[config.mk]
export PLATFORM = sky130hd
export DESIGN_NAME = async_dual_port_ram
export DESIGN_NICKNAME = d
export VERILOG_FILES = /design/src/rtl/async_dual_port_ram.sv
export SDC_FILE = /design/constraint.sdc
export NUM_CORES = 1
export LEC_CHECK = 0
export BUFFER_PORTS_ARGS = -buffer_cell sky130_fd_sc_hd__buf_2
export CORE_MARGIN = 5
export CORE_UTILIZATION = 32
export DETAILED_ROUTE_END_ITERATION = 6
export GPL_ROUTABILITY_DRIVEN = 1
export SLEW_MARGIN = 10
export SYNTH_ARGS = -nofsm -noshare
export SYNTH_HDL_FRONTEND = slang
export SYNTH_SLANG_ARGS = --single-unit
[constraint.sdc]
create_clock -name clk -period 8.8 [get_ports clk]
set_input_delay 0.44 -clock clk [delete_from_list [all_inputs] [get_ports clk]]
set_output_delay 0.44 -clock clk [all_outputs]
set_load 0.02 [all_outputs]
[src/rtl/async_dual_port_ram.sv]
`default_nettype none
// ============================================================================
// Module      : async_dual_port_ram
// Description : Simple dual-port RAM with one write port and one read port,
//               each with its own address, on a single clock. Reads are
//               registered (1-cycle latency). A read and a write to the same
//               address on the same edge return the new write data.
//               rst is asynchronous and active-high. It clears the outputs
//               at once and clears the whole array while it is held.
// Revision    : 1.0 - initial release
// ============================================================================
module async_dual_port_ram #(
    parameter int DATA_WIDTH = 8,
    parameter int ADDR_WIDTH = 4
) (
    input  logic                  clk,
    input  logic                  rst,
    input  logic                  i_wr_en,
    input  logic [ADDR_WIDTH-1:0] i_wr_addr,
    input  logic [DATA_WIDTH-1:0] i_wr_data,
    input  logic                  i_rd_en,
    input  logic [ADDR_WIDTH-1:0] i_rd_addr,
    output logic [DATA_WIDTH-1:0] o_data_out,
    output logic                  o_rd_valid
);

    localparam int c_DEPTH = 2 ** ADDR_WIDTH;

    logic [DATA_WIDTH-1:0] r_mem [c_DEPTH];
    logic [DATA_WIDTH-1:0] r_data_out;
    logic                  r_rd_valid;
    logic                  w_collision;

    // A same-address read and write on one edge forwards the write data.
    assign w_collision = i_wr_en && i_rd_en && (i_wr_addr == i_rd_addr);

    // Storage array: cleared while rst is held, otherwise written on wr_en.
    always_ff @(posedge clk or posedge rst) begin
        if (rst) begin
            for (int i = 0; i < c_DEPTH; i++) begin
                r_mem[i] <= '0;
            end
        end else if (i_wr_en) begin
            r_mem[i_wr_addr] <= i_wr_data;
        end
    end

    // Registered read port: data holds when idle, and valid pulses once per read.
    always_ff @(posedge clk or posedge rst) begin
        if (rst) begin
            r_data_out <= '0;
            r_rd_valid <= 1'b0;
        end else begin
            r_rd_valid <= i_rd_en;
            if (i_rd_en) begin
                r_data_out <= w_collision ? i_wr_data : r_mem[i_rd_addr];
            end
        end
    end

    assign o_data_out = r_data_out;
    assign o_rd_valid = r_rd_valid;

endmodule
`default_nettype wire

======== After elaboration in Yosys (flattened, before gate mapping) ========
Cells that the tools add are included.
word-level totals
  output and inout bits ................... 9
  word-level logic and storage cells ...... 34
  flip-flop bits (word level) ............. 137
  bits of input ports ..................... 20
cells by class
  reductions and logical operators ........ 3
  magnitude comparators ................... 3
  mux-type cells .......................... 7
  bitwise operators ....................... 2
  equal/unequal tests ..................... 1
operators by type and width
  kind                  number
  $bwmux W128           1
  $bmux W8 S4           1
  $demux W8 S4          1
  $mux W8               4
  $ge A5 B5 Y1 const B  2
  $not A4 Y5            2
  $lt A5 B1 Y1 const B  1
  $eq A4 B4 Y1          1
  $logic_and A1 B1 Y1   3

======== Depth between registers and ports, before layout ========
  depth in word-level cells ............... 6
  depth in mapped cells ................... 7
  gate-level depth less buffers ........... 4

======== Least setup slack after synthesis ========
No wires, ideal clock.
  path type ............................... input to register
  start ................................... input i_rd_addr[2]
  end ..................................... register r_data_out[0], in the netlist o_data_out[0]
  arrival ................................. 1716 ps
  stages .................................. 7
  setup time .............................. 126 ps
  path slack .............................. 6958 ps
  path through ............................ buf_6 > buf_6 > buf_2 > mux4_2 > a22oi_1 > nand2_1 > a221o_1
on the way
  longest elaborated chain between the ends .. 5
RTL lines
  what                                        RTL line  RTL
  start, declared                             22        input logic [ADDR_WIDTH-1:0] i_rd_addr,
  $not A4 Y5 (implied by the code)            56        r_data_out <= w_collision ? i_wr_data : r_mem[i_rd_addr];
  $bmux W8 S4                                 56
  $mux W8 (implied by the code) (2 in a row)  56
  $mux W8 *                                   56
  end signal, assigned                        56
  end, declared                               30        logic [DATA_WIDTH-1:0] r_data_out;
Mark *: on every way between the ends. The rest lies on a longest branch, timed or not. The select of a mux whose other input is x is not followed.
A chain may end at the register's enable or synchronous reset.

======== Worst setup path after layout ========
  start ................................... input i_rd_addr[0]
  end ..................................... register r_data_out[3], in the netlist o_data_out[3]
The elaborated chain is that of the path after synthesis.

==> impl_metrics.json <==
{
  "max-cap-violations": 0,
  "cts_hold_buf": 0,
  "drtAntennaViolNets": 0,
  "routedWlPerCell_um": 20.3,
  "grt-ovfl-total": 0,
  "critical-path-slowest-cell": "buf_2",
  "criticalPathCategory": "primary input to flop",
  "area_growth_syn_to_layout_pct": 15.0,
  "drc_errors": 0,
  "boundaryPins": 29,
  "die_w_um": 151,
  "rows": 51,
  "synth_top_family_by_area": "multiplexers",
  "hold_path.class": "primary input to async pin",
  "grt_pass1_wl_um": 22500,
  "fin_skew_ps": 7.61,
  "cts.path.max_buffers": 2,
  "cts_buffers": 17,
  "dp_slack_ps": 5970,
  "track_usage_pct": 13.4,
  "synth_mux_area_share_pct": 34.9,
  "cp.required_ps": 9100,
  "synth-edff-count": 0,
  "drive_gt1_share_pct": 48.6,
  "yosys-top-cells-area": "dfrtp_1 54%, mux2_2 23%, mux4_2 6.8%",
  "post_cts_resized": 0,
  "netlist_instances": 404,
  "synth_top_area_share_pct": 54.1,
  "clockRootBuffer": "clkbuf_16",
  "cts_setup_buffers": 0,
  "ys_async_sr_fraction_pct": 100,
  "hold_viol": 0,
  "fp.dieH_um": 151,
  "fillers": 1804,
  "min_period_ps": 2360,
  "layout_commonest_cell": "dfrtp_1",
  "nNetsFinal": 445,
  "via_per_inst": 5.09,
  "port-buffer-count": 28,
  "setup_viol_count_final": 0,
  "status": "finished, final reports clean",
  "rsz0062_at_grt": "false",
  "seq_area_frac_synth_pct": 54.1,
  "cp_slowest_stage_delay_ps": 800,
  "synth_area_um2": 6340,
  "grt_max_degree": 83,
  "first_pass_iters": 4,
  "clk_latency_ps": 410,
  "setup_slack_ps": 6440,
  "slew_headroom_pct": 27.7,
  "path_clk_slew_ps": 60,
  "finalWirelength_um": 14300,
  "drt-initial-drc-count": 257,
  "vias": 3580,
  "cts_tree": "yes",
  "finalCritPeriodShare_pct": 26.8,
  "ys_ff_latch": 137,
  "cp_max_fo": 33,
  "grt_pass1_vias": 3812,
  "yosys.area_share.simple_pct": 4.30,
  "place_congestion": 0.745,
  "antenna_found_initial": 2,
  "dpl.hpwl_um": 9210,
  "synth_fa_ha_area_share_pct": 0,
  "setup_tns_ps": 0,
  "design.die.area_um2": 22700,
  "syn-num-nets": 424,
  "avgSynthCellArea_um2": 15.7,
  "crit_path_end_kind": "flop",
  "initial_utilization_pct": 32.6,
  "power_density_nw_per_um2": 262,
  "final_cell_mix": "137 x dfrtp_1, 128 x mux2_2, 28 x buf_2",
  "crit_chain": "buf_2, mux4_1, a22oi_1, nand2_1, a221o_1",
  "core-area_um2": 19500,
  "fmax_ghz": 0.424,
  "yosysUniqueCellTypes": 30,
  "critPathLaunchType": "primary input",
  "cts_sinks": 137,
  "synthFlopType": "dfrtp_1",
  "leakagePower_nw": 3.13,
  "synth_top_area_cell": "dfrtp_1",
  "slew_viol_final": 0,
  "worst_slew_pin_slew_ps": 1080,
  "peakVddDrop_mv": 0.119,
  "synth_compound_area_share_pct": 3.34,
  "cts.htree.levels": 4,
  "critPathArrivalTime_ps": 2660,
  "synth_xor_area_share_pct": 0.553,
  "yosysWarningCount": 0
}
state kept, by name, indices dropped and copies added, names as in the netlist:
name / flops
o_rd_valid: 1
o_data_out: 8
r_mem: 128
per-stage QoR:
step	hold slack [ps]	instance area (um^2)	instances	util [%]	power (W)
after global placement	479	6650	671	34.2	0.00115
final	144	7290	704	37.4	0.00191
after floorplan	470	6340	404	-	0.00109
after CTS	158	7280	703	37.4	0.00193
after global routing	192	7290	704	37.4	0.00200
after detailed placement	486	6650	671	34.2	0.00117
worst max-delay path: cells and delay by family:
family	cells	cell delay (ps)
buffers and inverters	1	800
muxes	1	660
AOI/OAI and AO/OA	2	630
and+or+nand+nor	1	100
synthesized netlist by cell type (3+ instances only):
cell and count:
dfrtp_1 137, mux2_2 128, mux4_2 19, a22oi_1 15, clkbuf_1 14, mux4_1 13
nand2_1 12, nor2b_1 12, a221o_1 8, buf_2 5, nand3_1 5, buf_6 4
nor2_1 4, nor2_2 3, xor2_1 3
power by group:
part           internal (W)  switching (W)  leakage (nW)
sequential         0.000776      0.0000689          1.68
combinational      0.000189       0.000123          1.13
clock              0.000498       0.000253         0.313
total               0.00146       0.000445          3.13
routing by layer:
layer | vias to the layer above | track usage [%] | wire length (um)
met2 | 77 | 20.8 | 6970
met3 | 24 | 3.94 | 655
met4 | 2 | 5.62 | 328
met5 | - | 0 | 13
met1 | 1897 | 17.7 | 6360
li1 | 1580 | - | -
final timing paths:
kind / cells after the start / slack [ps] / end / from
max: 5 / 6440 / o_data_out[3] / i_rd_addr[0]
min in group clk: 1 / 310 / o_rd_valid / i_rd_en
min reg2reg: 1 / 500 / r_mem[44] / r_mem[44]
max reg2reg: 4 / 7070 / o_data_out[3] / r_mem[99]
max in group asynchronous: 3 / 7170 / r_mem[114] / rst
min: 2 / 140 / r_mem[63] / rst
logic make-up (layout without fill, tap and decap cells):
group | Yosys count | in the layout
AO/OA/AOI/OAI | 25 | 25
multiplexers | 160 | 160
XOR/XNOR | 4 | 4
AND/OR/NAND/NOR | 49 | 49
buffers and inverters | 29 | 63
other | 0 | 1
flip-flops | 137 | 137
cell type report:
cell class,instances,area [um^2],area share [%]
Sequential cell,137,3430,47.0
Multi-Input combinational cell,238,2730,37.5
Clock buffer,26,529,7.26
Tap cell,265,332,4.55
Timing Repair Buffer,29,148,2.03
Clock inverter,6,108,1.48
Inverter,2,10.0,0.137
Antenna cell,1,2.50,0.0343
(Power assumes the default switching activity.)
